File: src/rtl/divider_pkg.sv
// Shared definitions for the iterative signed divider: FSM encoding and iteration count.
package divider_pkg;

    typedef enum logic [1:0] {
        IDLE = 2'd0,
        BUSY = 2'd1,
        DONE = 2'd2
    } div_state_t;

    localparam int ITERS = 32;
    localparam int CNT_W = $clog2(ITERS);

endpackage

File: src/rtl/divider_if.sv
// Start/abort/ready handshake shared by the multdiv stage; the divider sits on the slave side.
interface divider_if #(
    parameter int WIDTH = 32
);
    logic [WIDTH-1:0] data_operandA;
    logic [WIDTH-1:0] data_operandB;
    logic             ctrl_DIV;
    logic             ctrl_MULT;
    logic [WIDTH-1:0] data_result;
    logic             data_exception;
    logic             data_resultRDY;

    modport master (
        output data_operandA, data_operandB, ctrl_DIV, ctrl_MULT,
        input  data_result, data_exception, data_resultRDY
    );

    modport slave (
        input  data_operandA, data_operandB, ctrl_DIV, ctrl_MULT,
        output data_result, data_exception, data_resultRDY
    );
endinterface

File: src/rtl/divider_div_step.sv
// One combinational restoring shift-subtract iteration on unsigned magnitudes.
module div_step #(
    parameter int WIDTH = 32
) (
    input  logic [WIDTH:0]   r,
    input  logic [WIDTH-1:0] q,
    input  logic [WIDTH-1:0] d,
    output logic [WIDTH:0]   r_next,
    output logic [WIDTH-1:0] q_next
);
    logic [WIDTH+1:0] shifted;
    logic [WIDTH+1:0] trial;

    // One extra guard bit keeps the borrow exact for any remainder value.
    always_comb begin
        shifted = {r, q[WIDTH-1]};
        trial   = shifted - {2'b00, d};
        if (trial[WIDTH+1]) begin
            r_next = shifted[WIDTH:0];
            q_next = {q[WIDTH-2:0], 1'b0};
        end else begin
            r_next = trial[WIDTH:0];
            q_next = {q[WIDTH-2:0], 1'b1};
        end
    end
endmodule

File: src/rtl/divider.sv
// Signed 32-bit restoring divider: one quotient bit per cycle, quotient truncated toward zero.
//   state | meaning
//   IDLE  | waiting for ctrl_DIV
//   BUSY  | shift-subtract iterations, one per cycle
//   DONE  | sign fix-up, result/exception registered with a one-cycle ready pulse
module divider
    import divider_pkg::*;
#(
    parameter int WIDTH = 32
) (
    input logic     clock,
    input logic     reset,
    divider_if.slave bus
);
    localparam logic [WIDTH-1:0] ONE = {{(WIDTH-1){1'b0}}, 1'b1};

    div_state_t       state, state_nx;
    logic             load;
    logic             finish;
    logic [WIDTH-1:0] q, d, q_nx;
    logic [WIDTH:0]   r, r_nx;
    logic [CNT_W-1:0] cnt;
    logic             neg, dbz;
    logic [WIDTH-1:0] a_mag, b_mag;

    assign a_mag = bus.data_operandA[WIDTH-1] ? (~bus.data_operandA + ONE) : bus.data_operandA;
    assign b_mag = bus.data_operandB[WIDTH-1] ? (~bus.data_operandB + ONE) : bus.data_operandB;

    div_step #(.WIDTH(WIDTH)) u_step (
        .r      (r),
        .q      (q),
        .d      (d),
        .r_next (r_nx),
        .q_next (q_nx)
    );

    always_ff @(posedge clock or posedge reset) begin
        if (reset) state <= IDLE;
        else       state <= state_nx;
    end

    // Abort beats start; a start in DONE still lets the finished result out.
    always_comb begin
        state_nx = state;
        load     = 1'b0;
        finish   = 1'b0;
        if (bus.ctrl_MULT) begin
            state_nx = IDLE;
        end else begin
            finish = (state == DONE);
            if (bus.ctrl_DIV) begin
                state_nx = BUSY;
                load     = 1'b1;
            end else begin
                case (state)
                    IDLE:    state_nx = IDLE;
                    BUSY:    if (cnt == '0) state_nx = DONE;
                    DONE:    state_nx = IDLE;
                    default: state_nx = IDLE;
                endcase
            end
        end
    end

    always_ff @(posedge clock or posedge reset) begin
        if (reset) begin
            q                  <= '0;
            d                  <= '0;
            r                  <= '0;
            cnt                <= '0;
            neg                <= 1'b0;
            dbz                <= 1'b0;
            bus.data_result    <= '0;
            bus.data_exception <= 1'b0;
            bus.data_resultRDY <= 1'b0;
        end else begin
            if (load) begin
                q   <= a_mag;
                d   <= b_mag;
                r   <= '0;
                cnt <= CNT_W'(ITERS - 1);
                neg <= bus.data_operandA[WIDTH-1] ^ bus.data_operandB[WIDTH-1];
                dbz <= (bus.data_operandB == '0);
            end else if (state == BUSY) begin
                q   <= q_nx;
                r   <= r_nx;
                cnt <= cnt - CNT_W'(1);
            end
            bus.data_resultRDY <= finish;
            if (finish) begin
                bus.data_result    <= dbz ? '0 : (neg ? (~q + ONE) : q);
                bus.data_exception <= dbz;
            end
        end
    end
endmodule

File: src/flat_wrapper.sv
// flat-port wrapper written by rule: the top's interface ports become plain ports
module divider_flat import divider_pkg::*;
#(
    parameter int WIDTH = 32
)
  (clock, reset, bus_data_operandA, bus_data_operandB, bus_ctrl_DIV, bus_ctrl_MULT, bus_data_result, bus_data_exception, bus_data_resultRDY);
  divider_if #(.WIDTH(WIDTH)) bus_i ();
  input logic clock;
  input logic reset;
  input wire logic [$bits(bus_i.data_operandA)-1:0] bus_data_operandA;
  input wire logic [$bits(bus_i.data_operandB)-1:0] bus_data_operandB;
  input wire logic [$bits(bus_i.ctrl_DIV)-1:0] bus_ctrl_DIV;
  input wire logic [$bits(bus_i.ctrl_MULT)-1:0] bus_ctrl_MULT;
  output wire logic [$bits(bus_i.data_result)-1:0] bus_data_result;
  output wire logic [$bits(bus_i.data_exception)-1:0] bus_data_exception;
  output wire logic [$bits(bus_i.data_resultRDY)-1:0] bus_data_resultRDY;
  assign bus_i.data_operandA = bus_data_operandA;
  assign bus_i.data_operandB = bus_data_operandB;
  assign bus_i.ctrl_DIV = bus_ctrl_DIV;
  assign bus_i.ctrl_MULT = bus_ctrl_MULT;
  assign bus_data_result = bus_i.data_result;
  assign bus_data_exception = bus_i.data_exception;
  assign bus_data_resultRDY = bus_i.data_resultRDY;
  divider #(.WIDTH(WIDTH)) u_core (.clock(clock), .reset(reset), .bus(bus_i));
endmodule
File: config.mk
export PLATFORM = sky130hd
export DESIGN_NAME = divider_flat
export DESIGN_NICKNAME = d
export VERILOG_FILES = /design/src/rtl/divider_pkg.sv /design/src/rtl/divider_if.sv /design/src/rtl/divider_div_step.sv /design/src/rtl/divider.sv /design/src/flat_wrapper.sv
export SDC_FILE = /design/constraint.sdc
export NUM_CORES = 1
export LEC_CHECK = 0
export CELL_PAD_IN_SITES_DETAIL_PLACEMENT = 0
export CELL_PAD_IN_SITES_GLOBAL_PLACEMENT = 2
export CORE_ASPECT_RATIO = 0.7
export CORE_UTILIZATION = 29
export CTS_BUF_LIST = sky130_fd_sc_hd__clkbuf_8
export DETAILED_ROUTE_END_ITERATION = 10
export PLACE_DENSITY = 0.74
export RECOVER_POWER = 25
export SYNTH_ARGS = -nofsm -noshare
export SYNTH_HDL_FRONTEND = slang
export SYNTH_SLANG_ARGS = --single-unit
File: constraint.sdc
create_clock -name clock -period 4.28 [get_ports clock]
set_input_delay 0.642 -clock clock [delete_from_list [all_inputs] [get_ports clock]]
set_output_delay 0.642 -clock clock [all_outputs]
set_load 0.01 [all_outputs]
==> impl_metrics.json, run 1 <==
{
  "synth_edf_count": 0,
  "layout-drive-gt1-share_pct": 6.245,
  "multi_input_area_um2": 5662,
  "crit_path_cell_trace": "ha_1 > and3_1 > nand4_1 > a21oi_1 > o2111ai_1 > a21oi_1 > or3_1 > nand2_2 > or4_1 > a21oi_1",
  "yosys.area.top_type": "dfrtp_1",
  "core_um2": 32410,
  "path_class": "flip-flop to flip-flop",
  "worstPathMaxFanout": 20,
  "avgRoutedWirePerCell_um": 16.41,
  "vias": 8150,
  "status": "finished, violations left",
  "setup_tns_ns": 0,
  "syn_inst": 1112,
  "startpoint_type": "flip-flop",
  "finish.utilization_pct": 35.18,
  "die_area_um2": 33850,
  "pwr-share-comb_pct": 52.9,
  "portBuffers": 101,
  "num_antenna_cells": 0,
  "p_int_mw": 3.507,
  "max_stage_delay_ns": 0.69,
  "dr.first_iter.drc_count": 528,
  "synth_top_cell_area_share_pct": 36.49,
  "ys_async_sr_fraction_pct": 100.0,
  "clkSinkCount": 140,
  "min_to": "u_core.d[9]$_DFFE_PP0P_",
  "leakagePower_nw": 4.821,
  "dieWidth_um": 219.5,
  "drv_cap": 1,
  "ff2ff_path_depth": 10,
  "route.detailed.drc": 0,
  "rows": 55,
  "min_path_cells": 2,
  "grtUsageTotal_pct": 16.53,
  "final_common_cell": "nand2_1",
  "rr_startpoint": "u_core.r[9]$_DFFE_PP0P_",
  "slew-limit-headroom_pct": -50.21,
  "overflow": 0,
  "synth_flop_cell": "dfrtp_1",
  "first_pass_iters": 4,
  "start_util_pct": 29.62,
  "crit_path_top_delay_cell": "or4_1",
  "synth.area.top_cells": "dfrtp_1, xnor2_1, nand2_1, o21ai_0, ha_1",
  "worstPathRequired_ns": 4.67,
  "numCtsBuffers": 17,
  "grt_pass1_vias": 8033,
  "p_switching_mw": 2.691,
  "power.density_nw_per_um2": 543.6,
  "yosys_warnings": 0,
  "crit_arrival_ns": 3.83,
  "reg2reg_to": "u_core.r[27]$_DFFE_PP0P_",
  "end_kind": "flip-flop",
  "synth_nets": 1218,
  "grt_pass1_wl_mm": 44.05,
  "syn_area_per_cell_um2": 8.635,
  "htree_levels": 4,
  "num_io_pins": 102,
  "period_needed_ns": 3.439,
  "fmax_mhz": 290.8,
  "nNetsFinal": 1294,
  "rrSetupSlack_ns": 0.84,
  "post_cts_buffers": 0,
  "regArea_um2": 3503,
  "fin_worst_skew_ns": 0.02137,
  "p_sw_share_pct": 43.41,
  "fill_cells": 3376,
  "grt_max_degree": 85,
  "cpMostUsedCell": "a21oi_1",
  "clock_latency_ns": 0.49,
  "cts_root_buffer": "clkbuf_8",
  "path_clk_slew_ns": 0.09,
  "min_period_over_period_pct": 80.35,
  "hpwl_mm": 19.44,
  "clock_path_buffers": 2,
  "slew_viol_final": 85,
  "tritoncts": "done",
  "cp_num_buf_inv": 0,
  "min_path_type": "flip-flop to flip-flop",
  "ir_drop_v": 0.0002463,
  "netlist-cell-type-count": 70,
  "antenna_found_initial": 0,
  "synth_area_um2": 9602,
  "wirelength_mm": 26.72,
  "fin_area_um2": 11400,
  "rsz0062_at_grt": "false",
  "hold_slack_ns": 0.4814,
  "finalHoldViolations": 0,
  "drtAntennaViolNets": 0,
  "cts_hold_buf": 0,
  "pwr-share-seq_pct": 30.0,
  "yosysSeqAreaShare_pct": 36.49,
  "die-height_um": 154.2,
  "finalSetupViolCount": 0,
  "ys_ff_latch": 140,
  "post_dp_cell_area_um2": 11050,
  "area_growth_pct": 18.75,
  "tightestPinTransition_ns": 2.253,
  "min-delay-start": "u_core.d[9]$_DFFE_PP0P_",
  "cts-resized-gates": 0,
  "path_delay_family": "simple AND/OR/NAND/NOR gates",
  "violations": "capacitance limit, slew limit",
  "via_per_inst": 5.006,
  "final_cell_mix": "nand2_1, dfrtp_1, clkdlybuf4s50_1, o21ai_0, a21oi_1",
  "gp_congestion": 0.8298,
  "clockPowerShare_pct": 17.1
}
-- sequential cells by signal (all words and copies together) (netlist names), 2 cells and up --
signal	flops
u_core.r	33
u_core.bus.data_result	32
u_core.d	32
u_core.q	32
u_core.cnt	5
u_core.state	2
-- how the worst max path moves through the flow --
stage | cells past startpoint | to | slack [ns] | start
2_1_floorplan | 9 | u_core.d[29]$_DFFE_PP0P_ | 1.53 | bus_data_operandB[8]
3_3_place_gp | 10 | u_core.d[29]$_DFFE_PP0P_ | 0.81 | bus_data_operandB[8]
3_5_place_dp | 10 | u_core.d[29]$_DFFE_PP0P_ | 0.80 | bus_data_operandB[8]
4_1_cts | 10 | u_core.r[9]$_DFFE_PP0P_ | 0.83 | u_core.r[25]$_DFFE_PP0P_
5_1_grt | 10 | u_core.r[27]$_DFFE_PP0P_ | 0.54 | u_core.r[2]$_DFFE_PP0P_
6_report | 10 | u_core.r[27]$_DFFE_PP0P_ | 0.84 | u_core.r[9]$_DFFE_PP0P_
-- synth_stat cells, types with 4 or more instances --
master / count
mux2i_1: 30
xnor2_1: 68
nand2b_1: 10
o41ai_1: 13
a31oi_1: 30
o2111ai_1: 4
nand3_1: 11
dfrtp_1: 140
or4_1: 12
o21ai_0: 94
a211oi_1: 5
nor3_1: 14
xor2_1: 49
nand2_1: 158
buf_1: 7
nor2b_1: 8
and3_1: 10
o211ai_1: 4
nor4_1: 4
a21oi_1: 72
ha_1: 37
o21a_1: 12
or3_1: 10
or2_2: 5
nand4_1: 4
a21o_1: 13
clkbuf_1: 47
a22o_1: 31
nor2_1: 59
inv_1: 55
o31ai_1: 29
o21bai_1: 4
nand3b_1: 6
-- cells by family after synthesis --
logic type,Yosys count,share of synthesized area (%)
adder cells (fa/ha/maj),38,5.030
flip-flops,140,36.49
AND/OR/NAND/NOR,335,17.20
multiplexers,31,3.245
XOR/XNOR,117,10.67
AO/OA/AOI/OAI,336,22.61
buffers and inverters,115,4.756
-- metal layers --
| layer | up-vias | wire, µm | GRT usage, % |
|---|---|---|---|
| met1 | 3917 | 14920 | 25.48 |
| met5 | - | 0 | 0 |
| met3 | 10 | 713 | 3.186 |
| met2 | 92 | 10900 | 23.28 |
| met4 | 0 | 185 | 3.803 |
| li1 | 4131 | - | - |
-- area by class of cell --
| cell class | count | area share [%] |
|---|---|---|
| Clock buffer | 18 | 2.173 |
| Sequential cell | 140 | 30.73 |
| Timing Repair Buffer | 117 | 9.898 |
| Clock inverter | 14 | 1.021 |
| Multi-Input combinational cell | 857 | 49.65 |
| Inverter | 55 | 1.844 |
| Tap cell | 427 | 4.686 |
-- worst reg2reg max path, cell delays in order, from the launching register on --
cell	delay, ns
dfrtp_1	0.40
ha_1	0.41
and3_1	0.22
nand4_1	0.10
a21oi_1	0.28
o2111ai_1	0.28
a21oi_1	0.27
or3_1	0.19
nand2_2	0.35
or4_1	0.69
a21oi_1	0.16
-- power by group through the flow --
stage               sequential, mW  clock [mW]  combinational [mW]
floorplan                     1.79           0                2.58
global placement              1.89           0                3.27
detailed placement            1.88           0                3.27
CTS                           1.86        1.11                3.29
global route                  1.90        1.16                3.68
finish                        1.86        1.06                3.28
-- through the flow --
stage,setup slack [ns],cells,power (mW)
final,0.8411,1628,6.198
after global routing,0.5431,1628,6.738
after CTS,0.8326,1628,6.258
after detailed placement,0.8007,1596,5.147
after global placement,0.8130,1596,5.159
after floorplan,1.526,1112,4.368
No activity file was read; power rests on OpenSTA's default activity.
==> inputs of run 2 (changes only) <==
==> constraint.sdc (replaced) <==
create_clock -name clock -period 2.75 [get_ports clock]
set_input_delay 0.4125 -clock clock [delete_from_list [all_inputs] [get_ports clock]]
set_output_delay 0.4125 -clock clock [all_outputs]
set_load 0.01 [all_outputs]
==> run 2 against run 1 <==
Compared with the run above:
- the run ends with setup timing left
- clock skew fell by 0.0062 ns
- routed wire length is 9.7% higher
- core utilization grew 6.8 points
- combinational power rose by 140%
- maximum frequency grew 25%
- setup slack got worse by 0.85 ns
- worst hold slack worse by 0.061 ns
- largest cell class unchanged
==> impl_metrics.json, run 2 (same netlist as run 1, synthesis figures left out) <==
{
  "fill_cells": 3243,
  "hpwl_mm": 21.46,
  "status": "finished, violations left",
  "grtUsageTotal_pct": 17.71,
  "die_area_um2": 33850,
  "startpoint_type": "flip-flop",
  "route.detailed.drc": 0,
  "num_antenna_cells": 0,
  "leakagePower_nw": 5.891,
  "clock_path_buffers": 2,
  "antenna_found_initial": 0,
  "design_power_total_mw": 12.46,
  "rrSetupSlack_ns": -0.004,
  "ir_drop_v": 0.0004120,
  "min_period_over_period_pct": 100.1,
  "overflow": 0,
  "avgRoutedWirePerCell_um": 15.98,
  "clock_latency_ns": 0.49,
  "min_path_type": "input port to async pin",
  "clkSinkCount": 140,
  "slew-limit-headroom_pct": 26.18,
  "start_util_pct": 29.62,
  "vias": 8966,
  "finalSetupViolCount": 1,
  "crit_start": "u_core.r[9]$_DFFE_PP0P_",
  "period_needed_ns": 2.754,
  "worstPathMaxFanout": 4,
  "path_clk_slew_ns": 0.09,
  "tightestPinTransition_ns": 1.107,
  "cts_root_buffer": "clkbuf_8",
  "ff2ff_path_depth": 11,
  "htree_levels": 4,
  "crit_arrival_ns": 3.16,
  "post-place-cells": 1784,
  "area_growth_pct": 41.56,
  "fmax_mhz": 363.1,
  "fin_cells": 1834,
  "tritoncts": "done",
  "drtAntennaViolNets": 0,
  "numCtsBuffers": 17,
  "largest-register": "u_core.r",
  "path_class": "flip-flop to flip-flop",
  "num_io_pins": 102,
  "rsz0062_at_grt": "true",
  "fin_worst_skew_ns": 0.01513,
  "cts_hold_buf": 0,
  "rows": 55,
  "grt_max_degree": 47,
  "gp_congestion": 0.8263,
  "final_cell_mix": "buf_4, nand2_1, dfrtp_1, clkdlybuf4s50_1, o21ai_0",
  "endpoint": "u_core.r[27]$_DFFE_PP0P_",
  "power.density_nw_per_um2": 916.8,
  "finish.utilization_pct": 41.93,
  "timing.final.ws_setup_ns": -0.004053,
  "finalHoldViolations": 0,
  "drv_cap": 0,
  "largest_register_ffs": 33,
  "final_common_cell": "buf_4",
  "violations": "setup timing",
  "layout-drive-gt1-share_pct": 25.66,
  "worstPathRequired_ns": 3.15,
  "setup_tns_ns": -0.004053,
  "dr.first_iter.drc_count": 492,
  "nNetsFinal": 1500,
  "portBuffers": 101,
  "rr_startpoint": "u_core.r[9]$_DFFE_PP0P_",
  "die-height_um": 154.2,
  "core_um2": 32410,
  "dieWidth_um": 219.5,
  "grt_pass1_vias": 8886,
  "reg2reg_to": "u_core.r[27]$_DFFE_PP0P_",
  "hold_slack_ns": 0.4199,
  "grt_pass1_wl_mm": 47.45,
  "via_per_inst": 4.889,
  "end_kind": "flip-flop",
  "wirelength_mm": 29.30,
  "slew_viol_final": 0,
  "first_pass_iters": 4
}
[run 2: changes by cell type in the layout (fill, tap and decap cells not counted), sizes merged]
cell    delta
buf      +202
inv        -1
bufinv     +1
clkbuf     +3
clkinv     +1
[run 2: through the flow]
step           worst slack, ns  cell area [µm²]
3_5_place_dp           -0.4306            12520
5_1_grt                -0.1065            13590
4_1_cts               -0.01565            13140
6_report             -0.004053            13590
3_3_place_gp           -0.3892            12520
2_1_floorplan          0.03405             9609
[run 2: area by class of cell]
class / instances / area (µm²) / area share, %
sequential: 140 / 3505 / 25.78
tap: 427 / 534.3 / 3.931
clock inverter: 15 / 146.4 / 1.077
inverter: 55 / 207.7 / 1.528
timing repair buffer: 323 / 2738 / 20.14
multi-input combinational: 857 / 6227 / 45.82
clock buffer: 17 / 234.0 / 1.721
[run 2: how the worst min path moves through the flow]
stage | startpoint | endpoint | slack, ns | cells past startpoint
after floorplan | u_core.d[10]$_DFFE_PP0P_ | u_core.d[10]$_DFFE_PP0P_ | 0.45 | 2
after global placement | u_core.bus.data_exception$_DFFE_PP0P_ | u_core.bus.data_exception$_DFFE_PP0P_ | 0.46 | 2
after detailed placement | u_core.bus.data_exception$_DFFE_PP0P_ | u_core.bus.data_exception$_DFFE_PP0P_ | 0.47 | 2
after CTS | reset | u_core.d[23]$_DFFE_PP0P_ | 0.26 | 2
after global routing | reset | u_core.d[29]$_DFFE_PP0P_ | 0.45 | 2
final | reset | u_core.d[23]$_DFFE_PP0P_ | 0.42 | 2
[run 2: critical path: stages, from the launching register on]
cell and delay, ns:
dfrtp_1 0.42, ha_4 0.33, and3_4 0.19, nand4_1 0.09, a21oi_2 0.17, buf_4 0.14, o2111ai_2 0.10, nand2_2 0.10
a21o_1 0.19, mux2_4 0.31, or4_1 0.48, a21oi_1 0.13
[run 2: timing repair]
action	in CTS	in global routing
pin swaps	20	45
endpoints found under the hold margin	0	0
buffers inserted	11	7
endpoints found under the setup margin	34	37
cloned	0	2
resized for setup	36	72
[run 2: power by group]
part,internal [mW],switching [mW]
clock,0.801,0.930
sequential,2.46,0.417
combinational,4.16,3.69
[run 2: metal layers]
layer | track usage, % | wire length, µm | vias up
li1 | - | - | 4545
met3 | 3.068 | 974 | 23
met2 | 25.39 | 12270 | 128
met4 | 4.398 | 351 | 0
met1 | 27.05 | 15700 | 4270
met5 | 0 | 0 | -
==> inputs of run 3 (changes only) <==
--- a/config.mk
+++ b/config.mk
@@ -8,10 +8,11 @@
 export CELL_PAD_IN_SITES_DETAIL_PLACEMENT = 0
 export CELL_PAD_IN_SITES_GLOBAL_PLACEMENT = 2
 export CORE_ASPECT_RATIO = 0.7
-export CORE_UTILIZATION = 29
+export CORE_UTILIZATION = 33
 export CTS_BUF_LIST = sky130_fd_sc_hd__clkbuf_8
+export CTS_CLUSTER_DIAMETER = 30
 export DETAILED_ROUTE_END_ITERATION = 10
-export PLACE_DENSITY = 0.74
+export PLACE_DENSITY = 0.83
 export RECOVER_POWER = 25
 export SYNTH_ARGS = -nofsm -noshare
 export SYNTH_HDL_FRONTEND = slang
==> run 3 against run 2 <==
Compared with the run above:
- the run ends with capacitance limit, slew limit, setup timing left
- global-route usage is 1.4 points higher
- count of clock-buffer cells in the layout grew 1
- register-to-register slack worse by 0.03 ns
- maximum frequency fell by 1.2%
- flip-flop and latch count unchanged
- critical path depth did not move
- worst hold slack lost 0.13 ns
- final area is 1.3% lower
- sequential power about the same
- critical path type unchanged
- highest routed layer unchanged
==> impl_metrics.json, run 3 (same netlist as run 1, synthesis figures left out) <==
{
  "status": "finished, violations left",
  "violations": "capacitance limit, slew limit, setup timing",
  "endpoint": "u_core.r[32]$_DFFE_PP0P_",
  "num_antenna_cells": 0,
  "pwr-share-seq_pct": 23.1,
  "slew-limit-headroom_pct": -9.840,
  "rsz0062_at_grt": "true",
  "end_kind": "flip-flop",
  "drtAntennaViolNets": 0,
  "grt_pass1_vias": 8636,
  "vias": 8876,
  "post_dp_cell_area_um2": 12370,
  "tritoncts": "done",
  "avgRoutedWirePerCell_um": 15.64,
  "path_clk_slew_ns": 0.09,
  "fill_cells": 2750,
  "rr_startpoint": "u_core.r[16]$_DFFE_PP0P_",
  "regArea_um2": 3503,
  "largest-register": "u_core.r",
  "largest_register_ffs": 33,
  "final_common_cell": "buf_4",
  "period_needed_ns": 2.787,
  "dieWidth_um": 205.9,
  "crit_start": "u_core.r[16]$_DFFE_PP0P_",
  "p_int_mw": 7.478,
  "path_class": "flip-flop to flip-flop",
  "hpwl_mm": 20.21,
  "fin_area_um2": 13420,
  "fin_worst_skew_ns": 0.01368,
  "portBuffers": 101,
  "first_pass_iters": 4,
  "finalSetupViolCount": 2,
  "clkSinkCount": 140,
  "overflow": 0,
  "finish.utilization_pct": 47.58,
  "area_growth_pct": 39.77,
  "grt_pass1_wl_mm": 44.95,
  "power.density_nw_per_um2": 926.8,
  "route.detailed.drc": 0,
  "htree_levels": 4,
  "layout-drive-gt1-share_pct": 24.10,
  "multi_input_area_um2": 6153,
  "nNetsFinal": 1487,
  "clock_path_buffers": 2,
  "fin_cells": 1765,
  "cts_root_buffer": "clkbuf_8",
  "clock_latency_ns": 0.47,
  "slew_viol_final": 64,
  "leakagePower_nw": 5.849,
  "clockPowerShare_pct": 14.8,
  "drv_cap": 1,
  "pwr-share-comb_pct": 62.1,
  "num_io_pins": 102,
  "p_switching_mw": 4.959,
  "antenna_found_initial": 0,
  "reg2reg_to": "u_core.r[32]$_DFFE_PP0P_",
  "via_per_inst": 5.029,
  "die-height_um": 144.7,
  "start_util_pct": 34.04,
  "dr.first_iter.drc_count": 509,
  "final_cell_mix": "buf_4, nand2_1, dfrtp_1, clkdlybuf4s50_1, o21ai_0",
  "design_power_total_mw": 12.44,
  "core_um2": 28200,
  "dpl_worst_slack_ns": -0.4112,
  "rrSetupSlack_ns": -0.04,
  "ff2ff_path_depth": 11,
  "startpoint_type": "flip-flop",
  "min_period_over_period_pct": 101.3,
  "post-place-cells": 1716,
  "worstPathRequired_ns": 3.09,
  "grt_max_degree": 82,
  "wirelength_mm": 27.60,
  "grtUsageTotal_pct": 19.08,
  "numCtsBuffers": 17,
  "min_path_type": "input port to async pin",
  "crit_arrival_ns": 3.13,
  "rows": 51,
  "finalHoldViolations": 0,
  "fmax_mhz": 358.8,
  "gp_congestion": 0.8527,
  "ir_drop_v": 0.0005327,
  "p_sw_share_pct": 39.88,
  "worstPathMaxFanout": 4,
  "die_area_um2": 29790,
  "tightestPinTransition_ns": 1.648,
  "timing.final.ws_setup_ns": -0.03669
}
==> run 3: changes by cell type in the layout (fill, tap and decap cells not counted), moves of 3 or more <==
| cell | previous run | this run |
|---|---|---|
| ha_1 | 14 | 19 |
| inv_2 | 9 | 6 |
| inv_1 | 46 | 49 |
| buf_4 | 213 | 198 |
| ha_4 | 19 | 16 |
==> run 3: final cells by class <==
| class | count | area share (%) |
|---|---|---|
| clock buffer | 18 | 1.846 |
| clock inverter | 14 | 1.240 |
| inverter | 55 | 1.548 |
| multi-input combinational | 857 | 45.85 |
| sequential | 140 | 26.10 |
| tap | 371 | 3.459 |
| timing repair buffer | 310 | 19.95 |
==> run 3: worst min-delay path by stage <==
| stage | cells past startpoint | to | startpoint |
|---|---|---|---|
| 2_1_floorplan | 2 | u_core.d[10]$_DFFE_PP0P_ | u_core.d[10]$_DFFE_PP0P_ |
| 3_3_place_gp | 2 | u_core.bus.data_result[7]$_DFFE_PP0P_ | u_core.bus.data_result[7]$_DFFE_PP0P_ |
| 3_5_place_dp | 2 | u_core.bus.data_exception$_DFFE_PP0P_ | u_core.bus.data_exception$_DFFE_PP0P_ |
| 4_1_cts | 2 | u_core.r[28]$_DFFE_PP0P_ | reset |
| 5_1_grt | 2 | u_core.r[28]$_DFFE_PP0P_ | reset |
| 6_report | 2 | u_core.r[28]$_DFFE_PP0P_ | reset |
==> run 3: per-stage QoR <==
step                      TNS [ns]  hold slack (ns)
after global placement      -8.471           0.4617
after floorplan                  0           0.4498
after CTS                 -0.01001           0.1758
after detailed placement    -10.85           0.4683
after global routing        -1.112           0.2762
final                     -0.05325           0.2905
==> run 3: timing repair <==
item,CTS,global route
setup endpoints to repair,33,38
pin swaps,23,52
hold buffers,0,0
gates resized for setup,49,45
buffers inserted,7,9
gates cloned,1,1
==> run 3: critical path, stage by stage, from the launching register on <==
cell and delay (ns):
dfrtp_1 0.41, ha_1 0.37, a21o_1 0.23, a21oi_2 0.20, o2111ai_1 0.13, nand3b_1 0.28, a41o_1 0.35, a2111oi_4 0.30
buf_4 0.16, o21ai_0 0.06, o41ai_1 0.07, a211oi_1 0.12
==> run 3: power groups by stage <==
stage | Combinational [mW] | Clock, mW | Sequential, mW
floorplan | 4.02 | 0 | 2.79
global placement | 6.44 | 0 | 2.85
detailed placement | 6.48 | 0 | 2.85
CTS | 7.17 | 1.89 | 2.85
global route | 8.44 | 1.96 | 2.93
finish | 7.72 | 1.84 | 2.88
==> run 3: layer usage <==
metal | vias up | part of all wire (%) | global-route usage [%]
met4 | 0 | 0.91 | 4.334
met5 | - | 0 | 0
met3 | 14 | 2.9 | 3.672
met1 | 4244 | 53 | 28.31
li1 | 4503 | - | -
met2 | 115 | 43 | 28.34
